## src/rtl/uart_pkg.sv

```systemverilog
// Shared UART definitions: FSM states, line-level constants and frame sizing.
// Imported by both the transmit serializer and the receive-side deserializer.
package uart_pkg;

    typedef enum logic {
        IDLE,
        SHIFT
    } state_t;

    localparam logic START_BIT = 1'b0;
    localparam logic STOP_BIT  = 1'b1;
    localparam logic LINE_IDLE = 1'b1;

    function automatic int frame_w(input int data_width, input int parity_en, input int stop_bits);
        return 1 + data_width + parity_en + stop_bits;
    endfunction

endpackage

```

## src/rtl/uart_parity.sv

```systemverilog
// Combinational parity generator shared by the UART transmitter and receiver.
// Produces even parity (XOR of data), or its inverse when PARITY_ODD is set.
module uart_parity #(
    parameter int DATA_WIDTH = 8,
    parameter int PARITY_ODD = 0
) (
    input  logic [DATA_WIDTH-1:0] data,
    output logic                  parity
);

    assign parity = (^data) ^ (PARITY_ODD != 0);

endmodule

```

## src/rtl/piso_tx.sv

```systemverilog
// UART transmit serializer: latches one word per valid/ready handshake and
// shifts start, data (LSB first), optional parity and stop bits, one per baud_clk.
//
// state | meaning
// IDLE  | line held high, tx_ready asserted, waiting for a handshake
// SHIFT | frame on the line, one bit per cycle until the last stop bit completes
module piso_tx
    import uart_pkg::*;
#(
    parameter int DATA_WIDTH = 8,
    parameter int PARITY_EN  = 1,
    parameter int PARITY_ODD = 0,
    parameter int STOP_BITS  = 1
) (
    input  logic                  baud_clk,
    input  logic                  reset,
    input  logic [DATA_WIDTH-1:0] tx_data,
    input  logic                  tx_valid,
    output logic                  tx_ready,
    output logic                  data_tx,
    output logic                  active_flag,
    output logic                  done_flag
);

    localparam int FRAME_W = frame_w(DATA_WIDTH, PARITY_EN, STOP_BITS);
    localparam int CNT_W   = $clog2(FRAME_W);
    localparam logic [CNT_W-1:0] LAST_CNT = CNT_W'(FRAME_W - 1);

    state_t             state;
    state_t             state_nxt;
    logic [FRAME_W-1:0] shift_reg;
    logic [FRAME_W-1:0] shift_nxt;
    logic [FRAME_W-1:0] frame_load;
    logic [CNT_W-1:0]   bit_cnt;
    logic [CNT_W-1:0]   cnt_nxt;
    logic               data_nxt;
    logic               active_nxt;
    logic               done_nxt;
    logic               parity;

    uart_parity #(
        .DATA_WIDTH (DATA_WIDTH),
        .PARITY_ODD (PARITY_ODD)
    ) u_parity (
        .data   (tx_data),
        .parity (parity)
    );

    assign tx_ready = (state == IDLE) && !reset;

    always_comb begin
        frame_load = {FRAME_W{STOP_BIT}};
        frame_load[0] = START_BIT;
        frame_load[DATA_WIDTH:1] = tx_data;
        if (PARITY_EN != 0) begin
            frame_load[DATA_WIDTH+1] = parity;
        end
    end

    // The start bit goes straight to data_tx; the register holds the remaining bits.
    always_comb begin
        state_nxt  = state;
        shift_nxt  = shift_reg;
        cnt_nxt    = bit_cnt;
        data_nxt   = data_tx;
        active_nxt = active_flag;
        done_nxt   = 1'b0;
        case (state)
            IDLE: begin
                if (tx_valid && tx_ready) begin
                    shift_nxt  = {STOP_BIT, frame_load[FRAME_W-1:1]};
                    cnt_nxt    = '0;
                    data_nxt   = frame_load[0];
                    active_nxt = 1'b1;
                    state_nxt  = SHIFT;
                end
            end
            SHIFT: begin
                if (bit_cnt == LAST_CNT) begin
                    state_nxt  = IDLE;
                    data_nxt   = LINE_IDLE;
                    active_nxt = 1'b0;
                    done_nxt   = 1'b1;
                end else begin
                    data_nxt  = shift_reg[0];
                    shift_nxt = {STOP_BIT, shift_reg[FRAME_W-1:1]};
                    cnt_nxt   = bit_cnt + 1'b1;
                end
            end
            default: state_nxt = IDLE;
        endcase
    end

    always_ff @(posedge baud_clk) begin
        if (reset) begin
            state       <= IDLE;
            shift_reg   <= '1;
            bit_cnt     <= '0;
            data_tx     <= LINE_IDLE;
            active_flag <= 1'b0;
            done_flag   <= 1'b0;
        end else begin
            state       <= state_nxt;
            shift_reg   <= shift_nxt;
            bit_cnt     <= cnt_nxt;
            data_tx     <= data_nxt;
            active_flag <= active_nxt;
            done_flag   <= done_nxt;
        end
    end

endmodule

```

## config.mk

```make
export PLATFORM = sky130hd
export DESIGN_NAME = piso_tx
export DESIGN_NICKNAME = d
export VERILOG_FILES = /design/src/rtl/uart_pkg.sv /design/src/rtl/uart_parity.sv /design/src/rtl/piso_tx.sv
export SDC_FILE = /design/constraint.sdc
export NUM_CORES = 1
export LEC_CHECK = 0
export BUFFER_PORTS_ARGS = -buffer_cell sky130_fd_sc_hd__buf_2
export CAP_MARGIN = 20
export CORE_UTILIZATION = 35
export DETAILED_ROUTE_END_ITERATION = 12
export GPL_TIMING_DRIVEN = 0
export PLACE_DENSITY = 0.61
export SLEW_MARGIN = 40
export SYNTH_ARGS = -nofsm -noshare
export SYNTH_HDL_FRONTEND = slang
export SYNTH_SLANG_ARGS = --single-unit
```

## constraint.sdc

```tcl
create_clock -name baud_clk -period 2 [get_ports baud_clk]
set_input_delay 0.4 -clock baud_clk [delete_from_list [all_inputs] [get_ports baud_clk]]
set_output_delay 0.4 -clock baud_clk [all_outputs]
set_load 0.01 [all_outputs]
```

==> PnR_summary.wiki <==
{| class="wikitable"
! Metric !! Value
|-
| Run status || complete, no violations
|-
| Synth Net Count || 110
|-
| Flip-flop count of the largest register after layout || 9
|-
| Most repeated cell in the gate-level netlist after synthesis || sky130_fd_sc_hd__dfxtp_1
|-
| Proportion of netlist area held by the largest area contributor || 0.391
|-
| Slew headroom || 0.709
|-
| Arrival time of data at the critical path endpoint || between 1 and 1.5 ns
|-
| Power density over the cells || 704 mW/mm^2
|-
| First-pass GRT wire length || slightly above 3000 um
|-
| Static leakage || between 0.4 and 0.5 nW
|-
| CTS clock-pin slew for the worst setup and hold paths || 0.10 ns
|-
| Post-Route Hold Slack || 0.376 ns
|-
| # Max-Cap Violations || 0
|-
| CTS tree || built
|-
| Drt initial violations || 5
|-
| Total routed wirelength || between 1500 and 2000 um
|-
| Final-stage net count || ~130
|-
| Origin of the critical flop-to-flop path || bit_cnt[0]
|-
| Largest area contributor in the synthesized netlist || sky130_fd_sc_hd__dfxtp_1
|-
| Cts bufs inserted || 3
|-
| Final Max Tran Viols || 0
|-
| Clock sink count || 17
|-
| Share of layout cells above drive strength 1 || 0.202
|-
| Synthesis-to-finish area growth || 14.5%
|-
| Critical path type || flip-flop to primary output
|-
| Cell count after synthesis || 97
|-
| Highest Clock Rate || ~0.54 GHz
|-
| YS warnings || 0
|-
| Total track usage || 0.154
|-
| Clock root buffer || sky130_fd_sc_hd__clkbuf_4
|-
| Placement Rows || 17
|-
| Post-Place Cells || ~140
|-
| Cells taking the most area after synthesis || sky130_fd_sc_hd__dfxtp_1, sky130_fd_sc_hd__a211oi_1, sky130_fd_sc_hd__xnor2_1
|-
| Number of buffers inserted by hold repair at cts || 0
|-
| Top fanout value on the critical path || 10
|-
| Final critical delay including setup and external delays || around 1.9 ns
|-
| PortBufs || 13
|-
| Category of the worst setup path capture point || primary output
|-
| Prevailing post-synth register cell || sky130_fd_sc_hd__dfxtp_1
|-
| Area of the multi-input gates || between 400 and 500 um^2
|-
| Post-CTS resize count || 0
|-
| Remaining routing DRC violations || 0
|-
| Number of vias per cell after detailed routing || roughly 5
|-
| Actual transition at the worst max-transition pin || approximately 0.44 ns
|-
| Period utilisation layout || 0.926
|-
| Area inside the core boundary || about 0.0023 mm^2
|-
| Die ar. || roughly 0.0027 mm^2
|-
| Most frequent CP cell || sky130_fd_sc_hd__buf_2
|-
| HPWL after detailed placement || around 1200 um
|-
| Leftover overflow at the end of global routing || 0
|-
| Maximum buffer depth of the clock tree || 2
|-
| Required time at the worst-slack endpoint || between 1.5 and 2 ns
|-
| Critical Path Slowest Stage Cell || sky130_fd_sc_hd__dfxtp_1
|-
| Maximum level of the CTS H-tree || 1
|-
| Final hold viol count || 0
|-
| Max rail drop VDD || between 0.2 and 0.3 mV
|-
| Worst reg2reg setup slack || 0.37 ns
|-
| Startpoint of the most critical setup path || state
|-
| Clock Skews || around 0.0016 ns
|-
| I/O pin count || 15
|-
| RSZ-0062 raised after global routing || false
|-
| First-pass DRT Iterations || 4
|-
| Top cells by count, synth || sky130_fd_sc_hd__dfxtp_1, sky130_fd_sc_hd__nor2_1, sky130_fd_sc_hd__a211oi_1
|-
| Cell area after synthesis || between 800 and 900 um^2
|-
| Total chip power || between 0.7 and 0.8 mW
|-
| Routed Antenna Nets || 0
|-
| Post-placement setup slack || approximately 0.41 ns
|-
| Seq/Total Area, Yosys || 0.391
|-
| Ys async rst share || 0
|-
| FF/Latch Area || approximately 340 um^2
|-
| Via count of the routed design || 690
|-
| Number of global-route vias before repair || between 700 and 800
|-
| Number of flops mapped to enable cells by yosys || 0
|-
| Cell-by-cell listing of the critical path || buf_6 > buf_2 > buf_2 > nor2_1 > buf_2
|-
| Worst hold path type || input pin to flip-flop
|-
| Critical path destination || tx_ready
|-
| Buffer count from post-CTS setup fixing || 0
|-
| Largest net degree at the start of global routing || 11
|-
| Horizontal die dimension || slightly above 50 um
|-
| Number of fill cells in the layout || approximately 240
|-
| Fin worst setup slack || ~0.15 ns
|-
| Total of endpoints with negative setup slack in the final report || 0
|-
| Number of cell instances on the worst register-to-register path || 7
|-
| Sum of negative setup slack || 0 ns
|-
| Later-pin clock latency in the skew report || approximately 0.28 ns
|-
| Number of distinct library cells after synthesis || 29
|-
| Kind of start point of the critical path || flip-flop
|-
| Starting density of the core || 0.382
|-
| Post-layout instance count excluding filler cells || ~140
|-
| N_diodes || 0
|-
| Largest incremental delay on the critical path || between 0.3 and 0.4 ns
|-
| Hold path startpoint || reset
|-
| Worst flop-to-flop path endpoint || shift_reg[3]
|-
| Routed length per placed instance || about 12 um
|-
| Final weighted congestion of routability-driven global placement || 0.745
|-
| Syn avg cell area || 8.96 um^2
|-
| Die height || 51.8 um
|-
| #FFs+latches synth || 17
|-
| Number of antenna violations at the first check in global routing || 0
|}
-- how the worst min path moves through the flow --
| stage | to | depth (start not counted) |
|---|---|---|
| final | bit_cnt[2] | 2 |
| after global routing | bit_cnt[3] | 2 |
| after CTS | bit_cnt[3] | 2 |
| after detailed placement | active_flag | 2 |
| after global placement | active_flag | 2 |
| after floorplan | shift_reg[0] | 2 |
-- stage by stage --
| step | area, um^2 | util |
|---|---|---|
| 6_report | 996 | 0.438 |
| 5_1_grt | 996 | 0.438 |
| 4_1_cts | 996 | 0.438 |
| 3_5_place_dp | 970 | 0.426 |
| 3_3_place_gp | 970 | 0.426 |
| 2_1_floorplan | 870 | - |
-- layout make-up --
cell class                 instances  area share
buffer                             7      0.0427
clock buffer                       4      0.0264
inverter                           3      0.0113
multi-input combinational         70       0.477
sequential                        17       0.342
tap                               28      0.0352
timing repair buffer              13      0.0653
-- cell families (layout without fill, tap and decap cells) --
group                      count (synthesis)  after routing  share of synthesized area
xor gates and xnor gates                   8              8                     0.0806
and+or+nand+nor                           32             32                      0.207
AOI/OAI and AO/OA                         28             28                      0.230
buffers and inverters                     10             27                     0.0619
DFF                                       17             17                      0.391
adders and majority gates                  2              2                     0.0288
-- layer usage --
layer	wire length, um	GRT usage
met4	27	0.0991
met5	0	0
met3	41	0.0234
met2	779	0.254
met1	805	0.183
-- power by group --
group	internal [mW]	switching [mW]	total [mW]
Clock	0.0773	0.105	0.182
Sequential	0.363	0.0127	0.375
Combinational	0.0692	0.0740	0.143
Total	0.509	0.192	0.701
-- worst max-delay path, delay by kind of cell, from the launching register on --
| family | cells | cell delay [ns] |
|---|---|---|
| and+or+nand+nor | 1 | 0.07 |
| DFF | 1 | 0.33 |
| buffers and inverters | 4 | 0.77 |
-- layout by cell type (no fill, tap or decap), types with 3 or more instances in the layout --
cell                       count
sky130_fd_sc_hd__a211oi_1     10
sky130_fd_sc_hd__a21oi_1       4
sky130_fd_sc_hd__buf_2        17
sky130_fd_sc_hd__clkbuf_4      3
sky130_fd_sc_hd__dfxtp_1      17
sky130_fd_sc_hd__inv_1         3
sky130_fd_sc_hd__nor2_1       13
sky130_fd_sc_hd__nor2b_1       9
sky130_fd_sc_hd__o21bai_1      8
sky130_fd_sc_hd__xnor2_1       7
No activity file was read; power rests on OpenSTA's default activity.
